File: src/rtl/hazard_stall_ctrl_if.sv
// Signal bundle between the ID-stage pipeline/CGRA glue and hazard_stall_ctrl.
// master = pipeline side driving hazard/handshake inputs, slave = the controller.
interface hazard_stall_ctrl_if;
    logic        IDEX_MemRead_i;
    logic [4:0]  IDEX_RegDst_i;
    logic [4:0]  IFID_RS1_i;
    logic [4:0]  IFID_RS2_i;
    logic        IFID_CgraOp_i;
    logic        mem_stall_i;
    logic        cgra_ready_i;
    logic        cgra_done_i;
    logic        Stall_o;
    logic        PCWrite_o;
    logic        IFIDWrite_o;
    logic        cgra_start_o;
    logic        cgra_busy_o;
    logic        timeout_o;
    logic [15:0] stall_cnt_o;

    modport master (
        output IDEX_MemRead_i, IDEX_RegDst_i, IFID_RS1_i, IFID_RS2_i,
               IFID_CgraOp_i, mem_stall_i, cgra_ready_i, cgra_done_i,
        input  Stall_o, PCWrite_o, IFIDWrite_o, cgra_start_o, cgra_busy_o,
               timeout_o, stall_cnt_o
    );

    modport slave (
        input  IDEX_MemRead_i, IDEX_RegDst_i, IFID_RS1_i, IFID_RS2_i,
               IFID_CgraOp_i, mem_stall_i, cgra_ready_i, cgra_done_i,
        output Stall_o, PCWrite_o, IFIDWrite_o, cgra_start_o, cgra_busy_o,
               timeout_o, stall_cnt_o
    );
endinterface

File: src/rtl/hazard_stall_ctrl.sv
// ID-stage stall controller: load-use, memory-busy and CGRA offload handshake stalls.
// Optional CGRA watchdog enabled by defining HAZARD_STALL_CTRL_TIMEOUT_EN.
module hazard_stall_ctrl #(
    parameter int TIMEOUT_CYCLES = 255,
    parameter int CNT_W          = 8
) (
    input  logic          clk_i,
    input  logic          rst_i,
    hazard_stall_ctrl_if.slave bus
);
    localparam logic [1:0] S_IDLE  = 2'd0;
    localparam logic [1:0] S_REQ   = 2'd1;
    localparam logic [1:0] S_WAIT  = 2'd2;
    localparam logic [1:0] S_DRAIN = 2'd3;

    logic [1:0]  state_q, state_d;
    logic [15:0] stall_cnt_q, stall_cnt_d;
    logic        timeout_q, timeout_d;
    logic        hz_s, stall_s, start_s, busy_s, go_s, qual_done_s, expire_s, stall_out_s;

    assign hz_s = bus.IDEX_MemRead_i && (bus.IDEX_RegDst_i != 5'd0) &&
                  ((bus.IDEX_RegDst_i == bus.IFID_RS1_i) || (bus.IDEX_RegDst_i == bus.IFID_RS2_i));
    assign busy_s = (state_q == S_REQ) || (state_q == S_WAIT);
    assign go_s   = (state_q == S_IDLE) && bus.IFID_CgraOp_i && !hz_s && !bus.mem_stall_i;
    assign qual_done_s = ((state_q == S_REQ) && bus.cgra_ready_i && bus.cgra_done_i) ||
                         ((state_q == S_WAIT) && bus.cgra_done_i);

`ifdef HAZARD_STALL_CTRL_TIMEOUT_EN
    logic [CNT_W-1:0] tcnt_q, tcnt_d;

    assign expire_s  = busy_s && (tcnt_q == CNT_W'(TIMEOUT_CYCLES - 1));
    assign timeout_d = timeout_q || (expire_s && !qual_done_s);

    // Watchdog counter: restarts on handshake entry, runs while the handshake is open
    always_comb begin
        tcnt_d = tcnt_q;
        if (go_s) begin
            tcnt_d = {CNT_W{1'b0}};
        end else if (busy_s) begin
            tcnt_d = tcnt_q + CNT_W'(1);
        end else begin
            tcnt_d = tcnt_q;
        end
    end

    // Watchdog counter register
    always_ff @(posedge clk_i) begin
        if (!rst_i) begin
            tcnt_q <= {CNT_W{1'b0}};
        end else begin
            tcnt_q <= tcnt_d;
        end
    end
`else
    logic unused_cfg_s;
    assign unused_cfg_s = ^{32'(TIMEOUT_CYCLES), 32'(CNT_W)};
    assign expire_s     = 1'b0;
    assign timeout_d    = 1'b0;
`endif

    // Next-state and stall/start decode
    always_comb begin
        state_d = state_q;
        stall_s = 1'b0;
        start_s = 1'b0;
        case (state_q)
            S_IDLE: begin
                stall_s = bus.mem_stall_i || hz_s || bus.IFID_CgraOp_i;
                if (go_s) state_d = S_REQ;
                else      state_d = S_IDLE;
            end
            S_REQ: begin
                stall_s = 1'b1;
                start_s = 1'b1;
                if (qual_done_s || expire_s) state_d = S_DRAIN;
                else if (bus.cgra_ready_i)   state_d = S_WAIT;
                else                         state_d = S_REQ;
            end
            S_WAIT: begin
                stall_s = 1'b1;
                if (qual_done_s || expire_s) state_d = S_DRAIN;
                else                         state_d = S_WAIT;
            end
            S_DRAIN: begin
                stall_s = bus.mem_stall_i;
                if (!bus.mem_stall_i) state_d = S_IDLE;
                else                  state_d = S_DRAIN;
            end
            default: begin
                state_d = S_IDLE;
            end
        endcase
    end

    assign stall_out_s = rst_i && stall_s;

    // Saturating stall-cycle counter
    always_comb begin
        if (stall_out_s && (stall_cnt_q != 16'hFFFF)) begin
            stall_cnt_d = stall_cnt_q + 16'd1;
        end else begin
            stall_cnt_d = stall_cnt_q;
        end
    end

    // State, counter and sticky timeout registers
    always_ff @(posedge clk_i) begin
        if (!rst_i) begin
            state_q     <= S_IDLE;
            stall_cnt_q <= 16'd0;
            timeout_q   <= 1'b0;
        end else begin
            state_q     <= state_d;
            stall_cnt_q <= stall_cnt_d;
            timeout_q   <= timeout_d;
        end
    end

    // Reset forces the pipeline-facing outputs to their released values
    assign bus.Stall_o      = stall_out_s;
    assign bus.PCWrite_o    = !stall_out_s;
    assign bus.IFIDWrite_o  = !stall_out_s;
    assign bus.cgra_start_o = rst_i && start_s;
    assign bus.cgra_busy_o  = rst_i && busy_s;
    assign bus.timeout_o    = rst_i && timeout_q;
    assign bus.stall_cnt_o  = stall_cnt_q;
endmodule

File: src/flat_wrapper.sv
// flat-port wrapper written by rule: the top's interface ports become plain ports
module hazard_stall_ctrl_flat 
#(
    parameter int TIMEOUT_CYCLES = 255,
    parameter int CNT_W          = 8
)
  (clk_i, rst_i, bus_IDEX_MemRead_i, bus_IDEX_RegDst_i, bus_IFID_RS1_i, bus_IFID_RS2_i, bus_IFID_CgraOp_i, bus_mem_stall_i, bus_cgra_ready_i, bus_cgra_done_i, bus_Stall_o, bus_PCWrite_o, bus_IFIDWrite_o, bus_cgra_start_o, bus_cgra_busy_o, bus_timeout_o, bus_stall_cnt_o);
  hazard_stall_ctrl_if bus_i ();
  input  logic clk_i;
  input  logic rst_i;
  input wire logic [$bits(bus_i.IDEX_MemRead_i)-1:0] bus_IDEX_MemRead_i;
  input wire logic [$bits(bus_i.IDEX_RegDst_i)-1:0] bus_IDEX_RegDst_i;
  input wire logic [$bits(bus_i.IFID_RS1_i)-1:0] bus_IFID_RS1_i;
  input wire logic [$bits(bus_i.IFID_RS2_i)-1:0] bus_IFID_RS2_i;
  input wire logic [$bits(bus_i.IFID_CgraOp_i)-1:0] bus_IFID_CgraOp_i;
  input wire logic [$bits(bus_i.mem_stall_i)-1:0] bus_mem_stall_i;
  input wire logic [$bits(bus_i.cgra_ready_i)-1:0] bus_cgra_ready_i;
  input wire logic [$bits(bus_i.cgra_done_i)-1:0] bus_cgra_done_i;
  output wire logic [$bits(bus_i.Stall_o)-1:0] bus_Stall_o;
  output wire logic [$bits(bus_i.PCWrite_o)-1:0] bus_PCWrite_o;
  output wire logic [$bits(bus_i.IFIDWrite_o)-1:0] bus_IFIDWrite_o;
  output wire logic [$bits(bus_i.cgra_start_o)-1:0] bus_cgra_start_o;
  output wire logic [$bits(bus_i.cgra_busy_o)-1:0] bus_cgra_busy_o;
  output wire logic [$bits(bus_i.timeout_o)-1:0] bus_timeout_o;
  output wire logic [$bits(bus_i.stall_cnt_o)-1:0] bus_stall_cnt_o;
  assign bus_i.IDEX_MemRead_i = bus_IDEX_MemRead_i;
  assign bus_i.IDEX_RegDst_i = bus_IDEX_RegDst_i;
  assign bus_i.IFID_RS1_i = bus_IFID_RS1_i;
  assign bus_i.IFID_RS2_i = bus_IFID_RS2_i;
  assign bus_i.IFID_CgraOp_i = bus_IFID_CgraOp_i;
  assign bus_i.mem_stall_i = bus_mem_stall_i;
  assign bus_i.cgra_ready_i = bus_cgra_ready_i;
  assign bus_i.cgra_done_i = bus_cgra_done_i;
  assign bus_Stall_o = bus_i.Stall_o;
  assign bus_PCWrite_o = bus_i.PCWrite_o;
  assign bus_IFIDWrite_o = bus_i.IFIDWrite_o;
  assign bus_cgra_start_o = bus_i.cgra_start_o;
  assign bus_cgra_busy_o = bus_i.cgra_busy_o;
  assign bus_timeout_o = bus_i.timeout_o;
  assign bus_stall_cnt_o = bus_i.stall_cnt_o;
  hazard_stall_ctrl #(.TIMEOUT_CYCLES(TIMEOUT_CYCLES), .CNT_W(CNT_W)) u_core (.clk_i(clk_i), .rst_i(rst_i), .bus(bus_i));
endmodule
File: config.mk
export PLATFORM = sky130hd
export DESIGN_NAME = hazard_stall_ctrl_flat
export DESIGN_NICKNAME = d
export VERILOG_FILES = /design/src/rtl/hazard_stall_ctrl_if.sv /design/src/rtl/hazard_stall_ctrl.sv /design/src/flat_wrapper.sv
export SDC_FILE = /design/constraint.sdc
export NUM_CORES = 1
export LEC_CHECK = 0
export ABC_AREA = 1
export ABC_CLOCK_PERIOD_IN_PS = 2160
export CORE_MARGIN = 2
export CORE_UTILIZATION = 49
export DETAILED_ROUTE_END_ITERATION = 8
export GPL_ROUTABILITY_DRIVEN = 0
export PLACE_DENSITY_LB_ADDON = 0.1
export SLEW_MARGIN = 20
export SYNTH_ARGS = -nofsm -noshare
export SYNTH_HDL_FRONTEND = slang
export SYNTH_SLANG_ARGS = --single-unit
File: constraint.sdc
create_clock -name clk_i -period 2.16 [get_ports clk_i]
set_input_delay 0.324 -clock clk_i [delete_from_list [all_inputs] [get_ports clk_i]]
set_output_delay 0.324 -clock clk_i [all_outputs]
set_load 0.01 [all_outputs]
# Yosys cells after proc, flatten, opt, wreduce, memory -nomap -nowiden
# Index checks and enable logic that the tools add are counted.
[word_totals]
reg_bits = 18
in_bits = 22
output_inout_bits = 22
[classes]
n_mux = 8
reduce_logical = 23
eq_ne = 6
n_addsub = 1
[op_table]
columns = ["op", "count"]
rows = [
  ["adder 16 x 1 -> 16 bit, second input constant", 1],
  ["inequality test 16 bit, second input constant", 1],
  ["logical AND 1 bit", 12],
  ["== test 5 bit", 2],
  ["one-hot mux 2 bit (4 select lines)", 1],
  ["two-way mux 2 bit", 3],
  ["logical OR 1 bit", 5],
  ["nonzero test 5 bit", 1],
  ["== test 2 bit, second input constant", 2],
  ["logical NOT 1 bit", 3],
  ["two-way mux 1 bit", 3],
  ["one-hot mux 1 bit (3 select lines)", 1],
  ["== test 2 x 1 -> 1 bit, second input constant", 1],
  ["logical NOT 2 bit", 1],
  ["OR reduction 2 bit", 1],
]

# Longest topological paths before layout
# Gate-level depths: netlist (run 1).
[depth]
depth_word = 8
depth_mapped = 13
mapped_depth_nobuf = 12

# Worst setup path before layout (run 1)
# No wires, ideal clock.
[synth_path]
path_kind = "register to output"
from = "register u_core.state_q[0]"
to = "output port bus_PCWrite_o"
stages_incl_launch_ff = 8
arrival_time_ps = 1572
path_buffers = 2
path_slack_ps = 264
path_cell_list = "dfxtp_1 -> inv_1 -> ha_1 -> nor2_1 -> a21oi_1 -> clkbuf_1 -> nand2_1 -> buf_4"
[synth_via]
elab_chain_len = 5
elab_cells_between_ends = 8
cone_classes = "3 x eq/ne; 1 x mux; 4 x reduce/logical"
[synth_lines]
columns = ["item", "line_no", "source"]
rows = [
  ["from (decl)", "hazard_stall_ctrl.sv:16", "logic [1:0] state_q, state_d;"],
  ["from (signal assigned)", "hazard_stall_ctrl.sv:113", "state_q <= state_d;"],
  ["== test 2 bit or == test 2 x 1 -> 1 bit (tied branches)", "hazard_stall_ctrl.sv:66", "case (state_q)"],
  ["OR reduction 2 bit (no line)", "n/a", ""],
  ["one-hot mux 1 bit (3 select lines) *", "hazard_stall_ctrl.sv:66", ""],
  ["logical AND 1 bit *", "hazard_stall_ctrl.sv:95", "assign stall_out_s = rst_i && stall_s;"],
  ["logical NOT 1 bit *", "n/a", ""],
  ["to (decl)", "flat_wrapper.sv:20", "output wire logic [$bits(bus_i.PCWrite_o)-1:0] bus_PCWrite_o;"],
]
# Every way passes the cells marked *; elsewhere a longest branch is shown, timed or not.

# Final worst setup path (run 1)
[layout_path]
from = "input port bus_IDEX_RegDst_i[3]"
to = "output port bus_PCWrite_o"
[layout_via]
elab_chain_len = 8
elab_cells_between_ends = 11
cone_classes = "2 x eq/ne; 1 x mux; 8 x reduce/logical"
[layout_lines]
columns = ["item", "line_no", "source"]
rows = [
  ["from (decl)", "flat_wrapper.sv:12", "input wire logic [$bits(bus_i.IDEX_RegDst_i)-1:0] bus_IDEX_RegDst_i;"],
  ["== test 5 bit or nonzero test 5 bit (tied branches)", "hazard_stall_ctrl.sv:22, hazard_stall_ctrl.sv:21", ""],
  ["logical OR 1 bit or logical AND 1 bit (tied branches)", "hazard_stall_ctrl.sv:22, hazard_stall_ctrl.sv:21", ""],
  ["logical AND 1 bit *", "hazard_stall_ctrl.sv:21", "assign hz_s = bus.IDEX_MemRead_i && (bus.IDEX_RegDst_i != 5'd0) &&"],
  ["logical OR 1 bit * (2 in series)", "hazard_stall_ctrl.sv:68", "stall_s = bus.mem_stall_i || hz_s || bus.IFID_CgraOp_i;"],
  ["one-hot mux 1 bit (3 select lines) *", "hazard_stall_ctrl.sv:66", ""],
  ["logical AND 1 bit *", "hazard_stall_ctrl.sv:95", ""],
  ["logical NOT 1 bit *", "hazard_stall_ctrl.sv:121", "assign bus.PCWrite_o = !stall_out_s;"],
]
# Marks and branches as above.

==> results of run 1 <==
==> power by group <==
| part | switching (uW) | internal, uW | leakage (uW) |
|---|---|---|---|
| clock | 111 | 65.0 | 0.0000138 |
| combinational | 116 | 99.9 | 0.000881 |
| sequential | 9.76 | 340 | 0.000146 |
==> path summary, 6_finish.rpt <==
kind              depth (start not counted)                       start                         end  slack [ns]
hold / removal                            4  u_core.bus.stall_cnt_o[15]  u_core.bus.stall_cnt_o[15]        0.56
setup / recovery                         11        bus_IDEX_RegDst_i[3]               bus_PCWrite_o        0.08
hold reg to reg                           4  u_core.bus.stall_cnt_o[15]  u_core.bus.stall_cnt_o[15]        0.56
setup reg to reg                          9           u_core.state_q[0]   u_core.bus.stall_cnt_o[2]        0.33
==> per-layer routing <==
metal  up-vias  global-route usage [%]
met5         -                       0
met4         0                    4.56
met3         2                    4.55
met2        33                    31.0
met1       763                    27.4
li1        930                       -
==> worst min-delay path, stage by stage, from the launching register on <==
cell and delay (ns):
dfxtp_1 0.36, inv_1 0.06, nand2_1 0.04, inv_1 0.04
nor2_1 0.03
==> layout make-up <==
class	count	area, um2
clock buffer	3	22.5
fill	316	1170
inverter	68	255
multi-input combinational	183	952
sequential	18	360
tap	46	57.6
timing repair buffer	49	468
==> kinds of logic (layout without fill, tap and decap cells) <==
family	after synthesis	after routing	synth area share (%)
flops	18	18	21.8
other cells	1	1	0.227
simple gates	167	167	49.1
xor+xnor	3	3	1.59
compound gates	6	6	2.05
fa+ha+maj	6	6	4.55
buf+inv	79	120	20.7
==> sequential cells by signal (all words and copies together), names as in the netlist <==
register	flops
u_core.bus.stall_cnt_o	16
u_core.state_q	2
==> through the flow <==
| step | cells | util [%] | TNS [ns] |
|---|---|---|---|
| floorplan | 280 | - | 0 |
| global placement | 364 | 63.9 | -0.753 |
| detailed placement | 364 | 63.9 | -0.873 |
| CTS | 367 | 64.4 | 0 |
| global route | 367 | 64.4 | -0.168 |
| finish | 367 | 64.4 | 0 |
==> what timing repair did <==
action / 4_1_cts / 5_1_grt
hold buffers: 0 / 0
resized for setup: 5 / 5
endpoints found under the setup margin: 3 / 3
hold endpoints to repair: 0 / 0
pin swaps: 0 / 0
==> synthesized netlist by cell type, types with 2 or more instances <==
library cell | number | share of area, %
buf_2 | 2 | 0.61
inv_2 | 5 | 1.1
nand3_2 | 13 | 7.9
nor2_1 | 35 | 8.0
nand4_1 | 22 | 8.3
nor3_1 | 4 | 1.2
dfxtp_1 | 18 | 22
nand2_1 | 78 | 18
o21ai_0 | 3 | 0.91
a21oi_1 | 2 | 0.61
nor2_2 | 3 | 1.1
nand3_1 | 9 | 2.7
inv_1 | 63 | 14
xnor2_1 | 3 | 1.6
ha_1 | 6 | 4.5
buf_4 | 4 | 1.8
==> results.toml, run 1 <==
[global_route]
first_global_vias = 1379
antenna_found_initial = 0
grt_pass1_wl_um = 5740
grt_max_degree = 31
track_usage_pct = 19.7
grt.overflow.total = 0

[cells_and_area]
layout.cells.most_common = "nand2_1"
layout.nets = 351
num_antenna_cells = 0
finalInstanceArea_um2 = 2120
layout_common_cells = "nand2_1, inv_1, nor2_1, clkdlybuf4s50_1, nand4_1"
syn_to_final_growth_pct = 28.2
drive_gt1_share_pct = 11.2

[timing]
drv_slew = 0
setup_viol = 0
setup_ws_ns = 0.0804
min_period_ns = 2.08
hold_ws_ns = 0.558
rsz0062_at_grt = "true"
hold_violations = 0
fin_skew_ns = 0.000739
fin_crit_sh_pct = 96.3
clock.fmax_mhz = 481

[power]
power_density_nw_per_um2 = 351
power_leakage_uw = 0.00104
ir_drop_v = 0.000328
power_uw = 742

[worst_setup_path]
crit_chain = "clkdlybuf4s50_1 > inv_2 > nand2_1 > nand2_1 > nor2_1 > nand3_1 > nand2_1 > nand2_2 > nand3_4 > nand2_1 > dlygate4sd2_1"
critPathTopFamily = "buffers and inverters"
cp_max_fo = 3
path_class = "in2out"
critical_path.max_stage_delay_ns = 0.51
cp_slowest_cell = "clkdlybuf4s50_1"
setup.worst_path.end_class = "output port"
critPathLaunchType = "input port"
cp.required_ns = 1.84
critPathArrivalTime_ns = 1.76
cpMostUsedCell = "nand2_1"
crit_buf_inv = 3

[synthesis]
syn-num-nets = 308
yosysWarnings = 0
synthDistinctLibCells = 26
synth_seq_area_share_pct = 21.8
synth_top_flop_cell = "dfxtp_1"
ys_ff_latch = 18
syn_area_per_cell_um2 = 5.89
syn_inst = 280
synthArstFlopShare_pct = 0
synth_edf_count = 0
synth_area_um2 = 1650

[drt]
wl_met1_um = 1730
highest_layer = "met4"
drt_wl_total_um = 3510
first_pass_iters = 4
drc = 0
vias_per_cell = 4.71
wl_met3_um = 186
wire_per_inst_um = 9.56
dr_wl_met2_um = 1570
drtAntennaViolNets = 0
dr_total_vias = 1728
drt_iter0_markers = 83

[run]
drv_cap = 0

[cts]
path_clk_slew_ns = 0.11
cts_tree = "built"
cts_buffers = 3
clkSinkCount = 18
clk_path_buf_depth = 2
cts_max_level = 1
post_cts_buffers = 0
clk-insertion-delay-late_ns = 0.30
cts_root_buf = "clkbuf_4"

[place]
pre_cts_slack_ns = -0.284
placed_area_um2 = 2100
hpwl_um = 2640
port_buffers = 42

[min_path]
hold_path_class = "reg2reg"

[floorplan]
die_y_um = 62.0
rows = 21
start_util_pct = 50.2
io_pins = 44
die_width_um = 62.0
die_area_um2 = 3850
coreArea_um2 = 3280

[status]
run_status = "finished, final reports clean"
Power figures use the tool's default switching activity.
==> run 2, diff against run 1 <==
--- a/config.mk
+++ b/config.mk
@@ -6,9 +6,9 @@
 export NUM_CORES = 1
 export LEC_CHECK = 0
 export ABC_AREA = 1
-export ABC_CLOCK_PERIOD_IN_PS = 2160
+export ABC_CLOCK_PERIOD_IN_PS = 2690
 export CORE_MARGIN = 2
-export CORE_UTILIZATION = 49
+export CORE_UTILIZATION = 50
 export DETAILED_ROUTE_END_ITERATION = 8
 export GPL_ROUTABILITY_DRIVEN = 0
 export PLACE_DENSITY_LB_ADDON = 0.1
==> constraint.sdc (replaced) <==
create_clock -name clk_i -period 2.69 [get_ports clk_i]
set_input_delay 0.4035 -clock clk_i [delete_from_list [all_inputs] [get_ports clk_i]]
set_output_delay 0.4035 -clock clk_i [all_outputs]
set_load 0.01 [all_outputs]
==> run 2 against run 1 <==
Net effect:
- power is 21% lower
- utilization is 3.0 points higher
- combinational power is 20% lower
- count of clock-buffer cells in the layout stayed put
- first-iteration DRC count is 11% lower
- routed wire length is 0.23% lower
- sequential cell count stayed put
- non-clock buffer count is 4 lower
- register-to-register slack better by 0.37 ns
- critical path depth is 2 lower
- sequential share of layout area is 0.20 points higher
- global-route usage is 0.66 points higher
- largest cell class unchanged
- largest power group unchanged
- highest routed layer unchanged
==> results.toml, run 2 (synthesized netlist as in run 1, its figures left out) <==
[cts]
post_cts_buffers = 0
path_clk_slew_ns = 0.10
cts_tree = "built"
cts_max_level = 1
clk_path_buf_depth = 2
clkSinkCount = 18
cts_buffers = 3
cts_root_buf = "clkbuf_4"
clk-insertion-delay-late_ns = 0.29

[cells_and_area]
fin_cells = 361
drive_gt1_share_pct = 9.78
largest_reg_flops = 16
syn_to_final_growth_pct = 26.7
layout.nets = 347
num_antenna_cells = 0
layout.cells.most_common = "nand2_1"
layout_common_cells = "nand2_1, inv_1, clkdlybuf4s50_1, nor2_1, nand4_1"

[place]
hpwl_um = 2640
port_buffers = 42
place_inst = 358

[worst_setup_path]
path_class = "in2out"
critPathArrivalTime_ns = 2.11
cp.required_ns = 2.29
cpMostUsedCell = "clkdlybuf4s50_1"
regToRegSetupSlack_ns = 0.70
critical_path.max_stage_delay_ns = 0.55
setup.worst_path.end_class = "output port"
crit_chain = "clkdlybuf4s50_1 > inv_2 > nand4_1 > o21ai_0 > inv_1 > nand2_2 > nand3_4 > nand2_1 > clkdlybuf4s50_1"
critPathLaunchType = "input port"
cp_slowest_cell = "clkdlybuf4s50_1"
cp_max_fo = 4

[timing]
hold_ws_ns = 0.555
clock.fmax_mhz = 397
fin_skew_ns = 0.00164
hold_violations = 0
fin_crit_sh_pct = 93.6
min_period_ns = 2.52
fin_setup_tns_ns = 0
drv_slew = 0
setup_viol = 0

[global_route]
grt.overflow.total = 0
grt_max_degree = 31
antenna_found_initial = 0
first_global_vias = 1487
grt_pass1_wl_um = 5970
track_usage_pct = 20.4

[drt]
vias_per_cell = 4.70
wire_per_inst_um = 9.69
drt_wl_total_um = 3500
drt_iter0_markers = 74
dr_total_vias = 1697
first_pass_iters = 4
drtAntennaViolNets = 0
drc = 0

[power]
power_leakage_uw = 0.00101
ir_drop_v = 0.000238
power_density_nw_per_um2 = 282

[run]
drv_cap = 0

[floorplan]
io_pins = 44
die_y_um = 61.5
coreArea_um2 = 3100
die_area_um2 = 3780
die_width_um = 61.5
start_util_pct = 53.2
rows = 20

[status]
run_status = "finished, final reports clean"

[min_path]
hold_path_class = "reg2reg"
==> run 2: worst max-delay path, delay by kind of cell <==
family	cells	cell delay, ns
buffers and inverters	4	1.17
AND/OR/NAND/NOR	4	0.35
AO/OA/AOI/OAI	1	0.17
==> run 2: report_power, final <==
group | total, uW | switching, uW | internal [uW] | leakage, uW
Clock | 133 | 81.3 | 52.1 | 0.0000138
Combinational | 173 | 91.4 | 82.0 | 0.000851
Sequential | 282 | 9.00 | 273 | 0.000146
Total | 589 | 182 | 407 | 0.00101
==> run 2: metal layers <==
metal	GRT usage (%)	wire length (um)
met1	26.9	1740
met2	35.4	1610
met3	3.78	138
met4	3.04	14
met5	0	0
==> run 2: per-stage QoR <==
stage | power [uW] | utilization (%) | cell area, um2 | worst slack, ns
after floorplan | 398 | - | 1650 | 0.715
after global placement | 460 | 66.6 | 2070 | 0.155
after detailed placement | 462 | 66.6 | 2070 | 0.111
after CTS | 599 | 67.3 | 2090 | 0.106
after global routing | 633 | 67.4 | 2090 | -0.00339
final | 589 | 67.4 | 2090 | 0.172
==> run 2: area by class of cell <==
| cell class | instances | area (um2) |
|---|---|---|
| Multi-Input combinational cell | 183 | 952 |
| Sequential cell | 18 | 360 |
| Fill cell | 326 | 1010 |
| Tap cell | 44 | 55.1 |
| Timing Repair Buffer | 45 | 445 |
| Clock buffer | 3 | 22.5 |
| Inverter | 68 | 255 |
==> run 2: final timing paths <==
check                             start                         end  depth (start not counted)
max                bus_IDEX_RegDst_i[0]               bus_PCWrite_o                          9
min reg2reg  u_core.bus.stall_cnt_o[15]  u_core.bus.stall_cnt_o[15]                          4
min          u_core.bus.stall_cnt_o[15]  u_core.bus.stall_cnt_o[15]                          4
max reg2reg   u_core.bus.stall_cnt_o[0]   u_core.bus.stall_cnt_o[6]                         10
==> run 2: timing repair <==
item,CTS,global route
hold buffers,0,0
gates resized for setup,0,1
endpoints found under the setup margin,0,1
